File: config.mk
export PLATFORM = sky130hd
export DESIGN_NAME = regbank_32_in
export DESIGN_NICKNAME = d
export VERILOG_FILES = /design/src/rtl/regbank_32_in.sv
export SDC_FILE = /design/constraint.sdc
export NUM_CORES = 1
export LEC_CHECK = 0
export BUFFER_PORTS_ARGS = -buffer_cell sky130_fd_sc_hd__buf_2
export CORE_MARGIN = 2
export CORE_UTILIZATION = 40
export DETAILED_ROUTE_END_ITERATION = 7
export PLACE_DENSITY = 0.65
export SETUP_SLACK_MARGIN = 0.3
export SLEW_MARGIN = 20
export SYNTH_ARGS = -nofsm -noshare
export SYNTH_HDL_FRONTEND = slang
export SYNTH_SLANG_ARGS = --single-unit
File: constraint.sdc
create_clock -name clk -period 2.15 [get_ports clk]
set_clock_uncertainty 0.05 [all_clocks]
set_input_delay 0.215 -clock clk [delete_from_list [all_inputs] [get_ports clk]]
set_output_delay 0.215 -clock clk [all_outputs]
set_load 0.01 [all_outputs]
File: src/rtl/regbank_32_in.sv
// Write-side register bank: buffers bus writes in a 2-entry FIFO and commits one per cycle
// into R0..R3, with registered readback and a wrapping commit counter.
module regbank_32_in #(
    parameter int DATA_W = 32,
    parameter int CNT_W  = 16
) (
    input  logic              clk,
    input  logic              rst_n,
    input  logic [DATA_W-1:0] data_out1x1,
    input  logic [1:0]        dr1,
    input  logic              wr_valid,
    output logic              wr_ready,
    input  logic              hold,
    input  logic [1:0]        rd_sel,
    output logic [DATA_W-1:0] rd_data,
    output logic              wr_done,
    output logic [1:0]        wr_dst,
    output logic [CNT_W-1:0]  commit_cnt
);

    logic [DATA_W-1:0] regs_q [4];
    logic [DATA_W-1:0] regs_d [4];
    logic [1:0]        count_q, count_d;
    logic [DATA_W-1:0] head_data_q, head_data_d, tail_data_q, tail_data_d;
    logic [1:0]        head_dst_q, head_dst_d, tail_dst_q, tail_dst_d;
    logic [DATA_W-1:0] rd_data_q, rd_data_d;
    logic              wr_done_q, wr_done_d;
    logic [1:0]        wr_dst_q, wr_dst_d;
    logic [CNT_W-1:0]  cnt_q, cnt_d;
    logic              push, pop;

    // Ready depends only on the registered fill level.
    assign wr_ready   = (count_q != 2'd2);
    assign push       = wr_valid && wr_ready;
    assign pop        = (count_q != 2'd0) && !hold;

    assign rd_data    = rd_data_q;
    assign wr_done    = wr_done_q;
    assign wr_dst     = wr_dst_q;
    assign commit_cnt = cnt_q;

    always_comb begin
        regs_d      = regs_q;
        count_d     = count_q;
        head_data_d = head_data_q;
        head_dst_d  = head_dst_q;
        tail_data_d = tail_data_q;
        tail_dst_d  = tail_dst_q;
        wr_done_d   = 1'b0;
        wr_dst_d    = wr_dst_q;
        cnt_d       = cnt_q;
        rd_data_d   = regs_q[rd_sel];

        if (pop) begin
            regs_d[head_dst_q] = head_data_q;
            wr_done_d          = 1'b1;
            wr_dst_d           = head_dst_q;
            cnt_d              = cnt_q + CNT_W'(1);
        end

        case (count_q)
            2'd0: begin
                if (push) begin
                    head_data_d = data_out1x1;
                    head_dst_d  = dr1;
                    count_d     = 2'd1;
                end
            end
            2'd1: begin
                if (push && pop) begin
                    head_data_d = data_out1x1;
                    head_dst_d  = dr1;
                end else if (pop) begin
                    count_d = 2'd0;
                end else if (push) begin
                    tail_data_d = data_out1x1;
                    tail_dst_d  = dr1;
                    count_d     = 2'd2;
                end
            end
            default: begin
                if (pop) begin
                    head_data_d = tail_data_q;
                    head_dst_d  = tail_dst_q;
                    count_d     = 2'd1;
                end
            end
        endcase
    end

    always_ff @(posedge clk) begin
        if (!rst_n) begin
            for (int i = 0; i < 4; i++) regs_q[i] <= '0;
            count_q     <= 2'd0;
            head_data_q <= '0;
            head_dst_q  <= 2'd0;
            tail_data_q <= '0;
            tail_dst_q  <= 2'd0;
            rd_data_q   <= '0;
            wr_done_q   <= 1'b0;
            wr_dst_q    <= 2'd0;
            cnt_q       <= '0;
        end else begin
            for (int i = 0; i < 4; i++) regs_q[i] <= regs_d[i];
            count_q     <= count_d;
            head_data_q <= head_data_d;
            head_dst_q  <= head_dst_d;
            tail_data_q <= tail_data_d;
            tail_dst_q  <= tail_dst_d;
            rd_data_q   <= rd_data_d;
            wr_done_q   <= wr_done_d;
            wr_dst_q    <= wr_dst_d;
            cnt_q       <= cnt_d;
        end
    end

endmodule
==> impl_results.md, run 1 <==
- Yosys warnings: 0
- Layout cell share with drive strength beyond 1: 17.9%
- CTS root buf: clkbuf_16
- Post-DP HPWL: between 10000 and 15000 um
- LEAKAGE: between 4 and 5 nW
- Largest net degree at the start of global routing: 69
- Final min period: 1.79 ns
- Global-route wire length before repair: 37100 um
- Netlist cell types: 35
- GR Util All Layers: around a fifth
- Initial antenna violation count: 0
- Cell Rows: 56
- Met3 WL: approximately 1100 um
- Overflow after GRT: 0
- Period utilisation layout: 83.1%
- Reg clk slew, reported paths: 0.06 ns
- Worst Setup End Kind: register
- Relative slew slack: 58.9%
- Number of global-route vias before repair: 6904
- Clock Tree Buf Depth: 3
- Post-Syn Nets: 1123
- Vias per std cell: 4.98
- DR top layer: met4
- CP Max Fanout: 6
- Initial DRC count: between 400 and 500
- RSZ-0062 raised after global routing: yes
- Power per Cell Area: 853 nW/um^2
- Required @ worst endpoint: roughly 2.6 ns
- DRT Wirelength: 23600 um
- Status: finished clean
- CTS sink count: 249
- Remaining antenna violation count: 0
- H-tree depth: 1
- Fin nets: 1221
- Worst hold path type: primary input to register
- WL/cell: approximately 16 um
- DR WL met2: ~11000 um
- Die Span X: between 150 and 200 um
- Die area: between 20000 and 30000 um^2
- Met1 Routed Length: 10700 um
- CTS tree: yes
- Commonest non-fill, non-tap cells in the layout: nand2_1 (336), dfxtp_1 (239), a21oi_1 (174), buf_2 (91), nor2_1 (45)
- IO Port Bufs: 91
- Yosys top cell by area: dfxtp_1
- Post-Place Setup Slack: around 0.29 ns
- Die Height: roughly 160 um
- I/O pins: 92
- Post-Syn Area per Cell: 8.83 um^2
- Commonest non-fill, non-tap cell in the layout: nand2_1
- Post-synth top area share: a little over half
- Routability congestion estimate: 0.771
- CP Class: register to register
- 1st-pass router iterations: 5
- Routed vias: 7566
- Fmax: 559 MHz
- Sequential element share of the synthesized area: ~52%
- Initial core utilization: between 40% and 50%
- CTS Buf Count: 27
- Synthesized area: 9550 um^2
- Crit start category: register
- Max VDD drop: around 420 uV
- Clock Latency Late Sink: 0.52 ns
- Core area: 23500 um^2
- Ranking of synthesized cells by area: dfxtp_1 (52%), nand2_1 (13%), a21oi_1 (9.1%), mux4_2 (7.5%), mux2i_1 (3.7%)
- Sum Neg Setup Slack: 0 ns
- Setup bufs post-CTS: 0
- Final hold viol count: 0
- Final setup violation count: 0
- Yosys reg bits: 249
- Worst EP arrival: 2.20 ns
- Least-Margin Pin Slew: between 0.6 and 0.7 ns
- Setup WS post-layout: 0.362 ns
- # diodes: 0
- Layout Area Growth over Synthesis: 22.4%
- MaxCap Viol Count: 0
- DRC: 0
- Cell count after synthesis: 1082
- Slew Viols, Final: 0
==> cell usage after synthesis <==
cell type,n
nor4_1,1
buf_1,3
xor2_1,4
nor3_1,2
and3_1,1
clkbuf_1,69
or3_1,4
ha_1,1
o21a_1,1
mux2i_1,35
nand3b_1,2
nand3_1,9
a21oi_1,174
nor2_1,47
mux4_2,32
o21ba_2,1
nand4_2,1
or4_1,3
inv_1,1
inv_2,1
and4_2,1
nand2b_1,3
dfxtp_1,249
nand2_1,337
o31ai_1,3
xnor2_1,4
or4_4,1
o21ai_0,5
nand4_1,3
and2_1,34
nor3b_1,2
a211oi_1,34
buf_2,12
o21bai_1,1
or2_1,1
==> what timing repair did <==
action	in CTS	in global routing
hold buffers	36	0
endpoints found under the setup margin	1	9
gates resized for setup	4	6
endpoints found under the hold margin	46	0
cloned	0	0
pin swaps	0	1
==> stage by stage <==
step | power (mW) | utilization [%] | hold WS [ns] | area, um^2 | cells
4_1_cts | 10.1 | 49.8 | 0.0000377 | 11700 | 1518
2_1_floorplan | 5.25 | - | 0.284 | 9560 | 1082
3_5_place_dp | 5.48 | 44.4 | 0.394 | 10400 | 1434
3_3_place_gp | 5.48 | 44.4 | 0.388 | 10400 | 1434
6_report | 9.98 | 49.8 | 0.0249 | 11700 | 1518
5_1_grt | 10.3 | 49.8 | 0.0415 | 11700 | 1518
==> critical path, stage by stage, from the launching register on <==
cell and delay [ns]:
dfxtp_2 0.37, nand3_2 0.10, or4_4 0.55, or4_1 0.51, a21oi_1 0.14
==> registers in the layout, indices dropped and copies added (netlist names) <==
register	cells
wr_done	1
head_data_q	32
tail_data_q	32
count_q	2
commit_cnt	16
head_dst_q	2
wr_dst	2
tail_dst_q	2
rd_data	32
regs_q	128
==> layer usage <==
layer	up-vias	GRT usage [%]
li1	3836	-
met1	3539	25.1
met2	160	31.2
met5	-	0
met3	31	2.91
met4	0	5.19
==> power breakdown <==
| group | switching, mW | internal [mW] | total (mW) | leakage, nW |
|---|---|---|---|---|
| logic | 0.351 | 0.251 | 0.603 | 1.72 |
| clock network | 1.82 | 2.74 | 4.55 | 0.444 |
| registers | 0.107 | 4.72 | 4.82 | 2.02 |
==> path summary, 6_finish.rpt <==
kind | start | slack (ns) | cells after the start | endpoint
worst max-delay path | commit_cnt[6] | 0.36 | 4 | commit_cnt[15]
worst min-delay path | wr_valid | 0.02 | 3 | count_q[0]
worst max register to register | commit_cnt[6] | 0.36 | 4 | commit_cnt[15]
worst min register to register | regs_q[20] | 0.40 | 2 | regs_q[20]
==> cell families after synthesis <==
kind of cell    after synthesis  synth area share, %
compound gates              219                 12.5
flops                       249                 52.2
simple gates                452                 19.6
buf+inv                      86                 3.54
xor+xnor                      8                0.733
mux                          67                 11.2
fa+ha+maj                     1                0.131
==> area by class of cell <==
cell class	count	area, um^2
fill	2209	11800
sequential	249	5000
multi-input combinational	747	4260
timing repair buffer	153	1140
clock buffer	37	773
tap	319	399
clock inverter	11	105
inverter	2	12.5
Note: power is estimated with default switching activity, not from simulation.
==> inputs of run 2 (changes only) <==
--- a/config.mk
+++ b/config.mk
@@ -9,7 +9,7 @@
 export CORE_MARGIN = 2
 export CORE_UTILIZATION = 40
 export DETAILED_ROUTE_END_ITERATION = 7
-export PLACE_DENSITY = 0.65
+export PLACE_DENSITY = 0.67
 export SETUP_SLACK_MARGIN = 0.3
 export SLEW_MARGIN = 20
 export SYNTH_ARGS = -nofsm -noshare
==> constraint.sdc (replaced) <==
create_clock -name clk -period 1.5 [get_ports clk]
set_clock_uncertainty 0.05 [all_clocks]
set_input_delay 0.15 -clock clk [delete_from_list [all_inputs] [get_ports clk]]
set_output_delay 0.15 -clock clk [all_outputs]
set_load 0.01 [all_outputs]
==> run 2 against run 1 <==
Against the previous run:
- the run now ends with negative setup slack left
- global-route usage grew 6.3 points
- total power is 52% higher
- maximum frequency up 1.5%
- cell count up 9.4%
- combinational power rose to 3.0 times the previous value
- wire length grew 52%
- critical path depth increased by 6
- sequential share of layout area shrank 11 points
- die area unchanged
- critical endpoint is now regs_q[85]
- largest cell class is now multi-input gates
- highest routed layer unchanged
==> impl_results.md, run 2 (same netlist as run 1, synthesis figures left out) <==
- Post-route design area: 15700 um^2 (+34%)
- 1st-pass router iterations: 5 (unchanged)
- Layout cell share with drive strength beyond 1: 52.6% (+35 points)
- Total power draw: 15.2 mW (+52%)
- Clock Tree Buf Depth: 3 (unchanged)
- Routability congestion estimate: 0.841 (+9.1%)
- Die Height: 159 um (unchanged)
- CTS sink count: 249 (unchanged)
- CP Class: register to register
- Failing checks: negative setup slack
- Die area: 25100 um^2 (unchanged)
- CP Max Fanout: 6 (unchanged)
- GR Util All Layers: 25.0% (+6.3 points)
- Largest net degree at the start of global routing: 43 (-38%)
- Final min period: 1.76 ns (-0.0272 ns)
- # diodes: 0 (unchanged)
- Sum Neg Setup Slack: -23.24 ns (-23.24 ns)
- Max stage delay cell, worst path: dfxtp_4
- Final hold viol count: 0 (unchanged)
- Initial antenna violation count: 0 (unchanged)
- Least-Margin Pin Slew: 0.529 ns (-0.0869 ns)
- Clock Latency Late Sink: 0.55 ns (+0.03 ns)
- Critical path cell sequence: buf_6 > o21bai_4 > buf_12 > buf_6 > nor3b_4 > buf_6 > buf_6 > buf_8 > nand2_2 > a21oi_2
- MaxCap Viol Count: 0 (unchanged)
- CTS root buf: clkbuf_16
- CTS tree: yes
- Placed cell count: 1476 (+2.9%)
- I/O pins: 92 (unchanged)
- Routed vias: 9450 (+25%)
- Cell Rows: 56 (unchanged)
- Vias per std cell: 5.69 (+14%)
- Die Span X: 159 um (unchanged)
- Number of global-route vias before repair: 8901 (+29%)
- Most used cell, CP: buf_6
- Final setup violation count: 209 (+209)
- Commonest non-fill, non-tap cells in the layout: dfxtp_1 (223), nand2_1 (188), a21oi_2 (125), nand2_4 (81), buf_2 (69)
- Max reg flops: 128 (unchanged)
- Max VDD drop: 1040 uV (+150%)
- Required @ worst endpoint: 1.93 ns (-0.63 ns)
- H-tree depth: 1 (unchanged)
- CTS Buf Count: 26 (-3.7%)
- LEAKAGE: 6.13 nW (+47%)
- Period utilisation layout: 117% (+34 points)
- Setup WS post-layout: -0.260 ns (-0.623 ns)
- Crit start category: register
- Fmax: 568 MHz (+1.5%)
- Worst path max stage delay: 0.37 ns (-0.18 ns)
- Layout Area Growth over Synthesis: 64.2%
- RSZ-0062 raised after global routing: yes
- Post-place instance area: 11100 um^2 (+6.3%)
- Register with the most flip-flops: regs_q
- Worst path bufs/invs: 6 (+6)
- Slew Viols, Final: 0 (unchanged)
- Initial DRC count: 897 (+100%)
- Global-route wire length before repair: 48500 um (+31%)
- Worst EP arrival: 2.19 ns (about the same)
- Fin nets: 1365 (+12%)
- Status: finished, violations left
- WL/cell: 21.7 um (+39%)
- Reg clk slew, reported paths: 0.07 ns (about the same)
- Overflow after GRT: 0 (unchanged)
- IO Port Bufs: 91 (unchanged)
- DRC: 0 (unchanged)
- Initial core utilization: 40.7% (unchanged)
- Remaining antenna violation count: 0 (unchanged)
- DRT Wirelength: 36000 um (+52%)
- Power per Cell Area: 968 nW/um^2 (+13%)
- Top delay family on crit path: buffers and inverters
- Worst hold path type: primary input to register
- Post-DP HPWL: 15300 um (+11%)
- Relative slew slack: 64.7% (+5.8 points)
- Core area: 23500 um^2 (unchanged)
- Final cell count without fillers: 1660 (+9.4%)
- Worst Setup End Kind: register
- Commonest non-fill, non-tap cell in the layout: dfxtp_1
run 2: layout make-up:
| type | count | area (um^2) |
|---|---|---|
| clock buffers | 41 | 788 |
| clock inverters | 4 | 37.5 |
| fillers | 1507 | 7790 |
| inverters | 2 | 15.0 |
| multi-input cells | 748 | 5920 |
| flip-flops and latches | 249 | 5040 |
| well taps | 319 | 399 |
| repair buffers | 297 | 3490 |
run 2: per-stage QoR:
| stage | utilization (%) | hold slack (ns) | worst slack [ns] |
|---|---|---|---|
| floorplan | - | 0.212 | -0.0962 |
| global placement | 47.2 | 0.352 | -0.133 |
| detailed placement | 47.2 | 0.357 | -0.114 |
| CTS | 61.2 | -0.00706 | -0.135 |
| global route | 66.8 | 0.0583 | -0.268 |
| finish | 66.8 | 0.0529 | -0.260 |
run 2: power by group:
part | switching (mW) | internal (mW)
Combinational | 0.908 | 0.901
Sequential | 0.278 | 6.75
Clock | 2.74 | 3.60
run 2: final timing paths:
check | start | end | slack, ns | cells after the start
worst max-delay path | count_q[1] | regs_q[85] | -0.26 | 10
worst min-delay path | rst_n | regs_q[118] | 0.05 | 3
worst max register to register | count_q[1] | regs_q[85] | -0.26 | 10
worst min register to register | tail_data_q[11] | tail_data_q[11] | 0.40 | 2
run 2: metal layers:
layer / wire (um) / track usage (%)
met1: 13600 / 30.3
met2: 18000 / 44.1
met3: 2370 / 3.73
met4: 1990 / 10.9
met5: 0 / 0
run 2: worst register-to-register path: stages, from the launching register on:
cell      delay [ns]
dfxtp_4         0.37
buf_6           0.10
o21bai_4        0.07
buf_12          0.14
buf_6           0.11
nor3b_4         0.18
buf_6           0.18
buf_6           0.12
buf_8           0.13
nand2_2         0.07
a21oi_2         0.16
run 2: repair_timing:
item / in CTS / in global routing
hold buffers: 36 / 0
endpoints found under the setup margin: 229 / 246
endpoints found under the hold margin: 66 / 0
gates cloned: 31 / 2
buffers inserted: 54 / 16
pin swaps: 104 / 112
gates resized for setup: 257 / 288
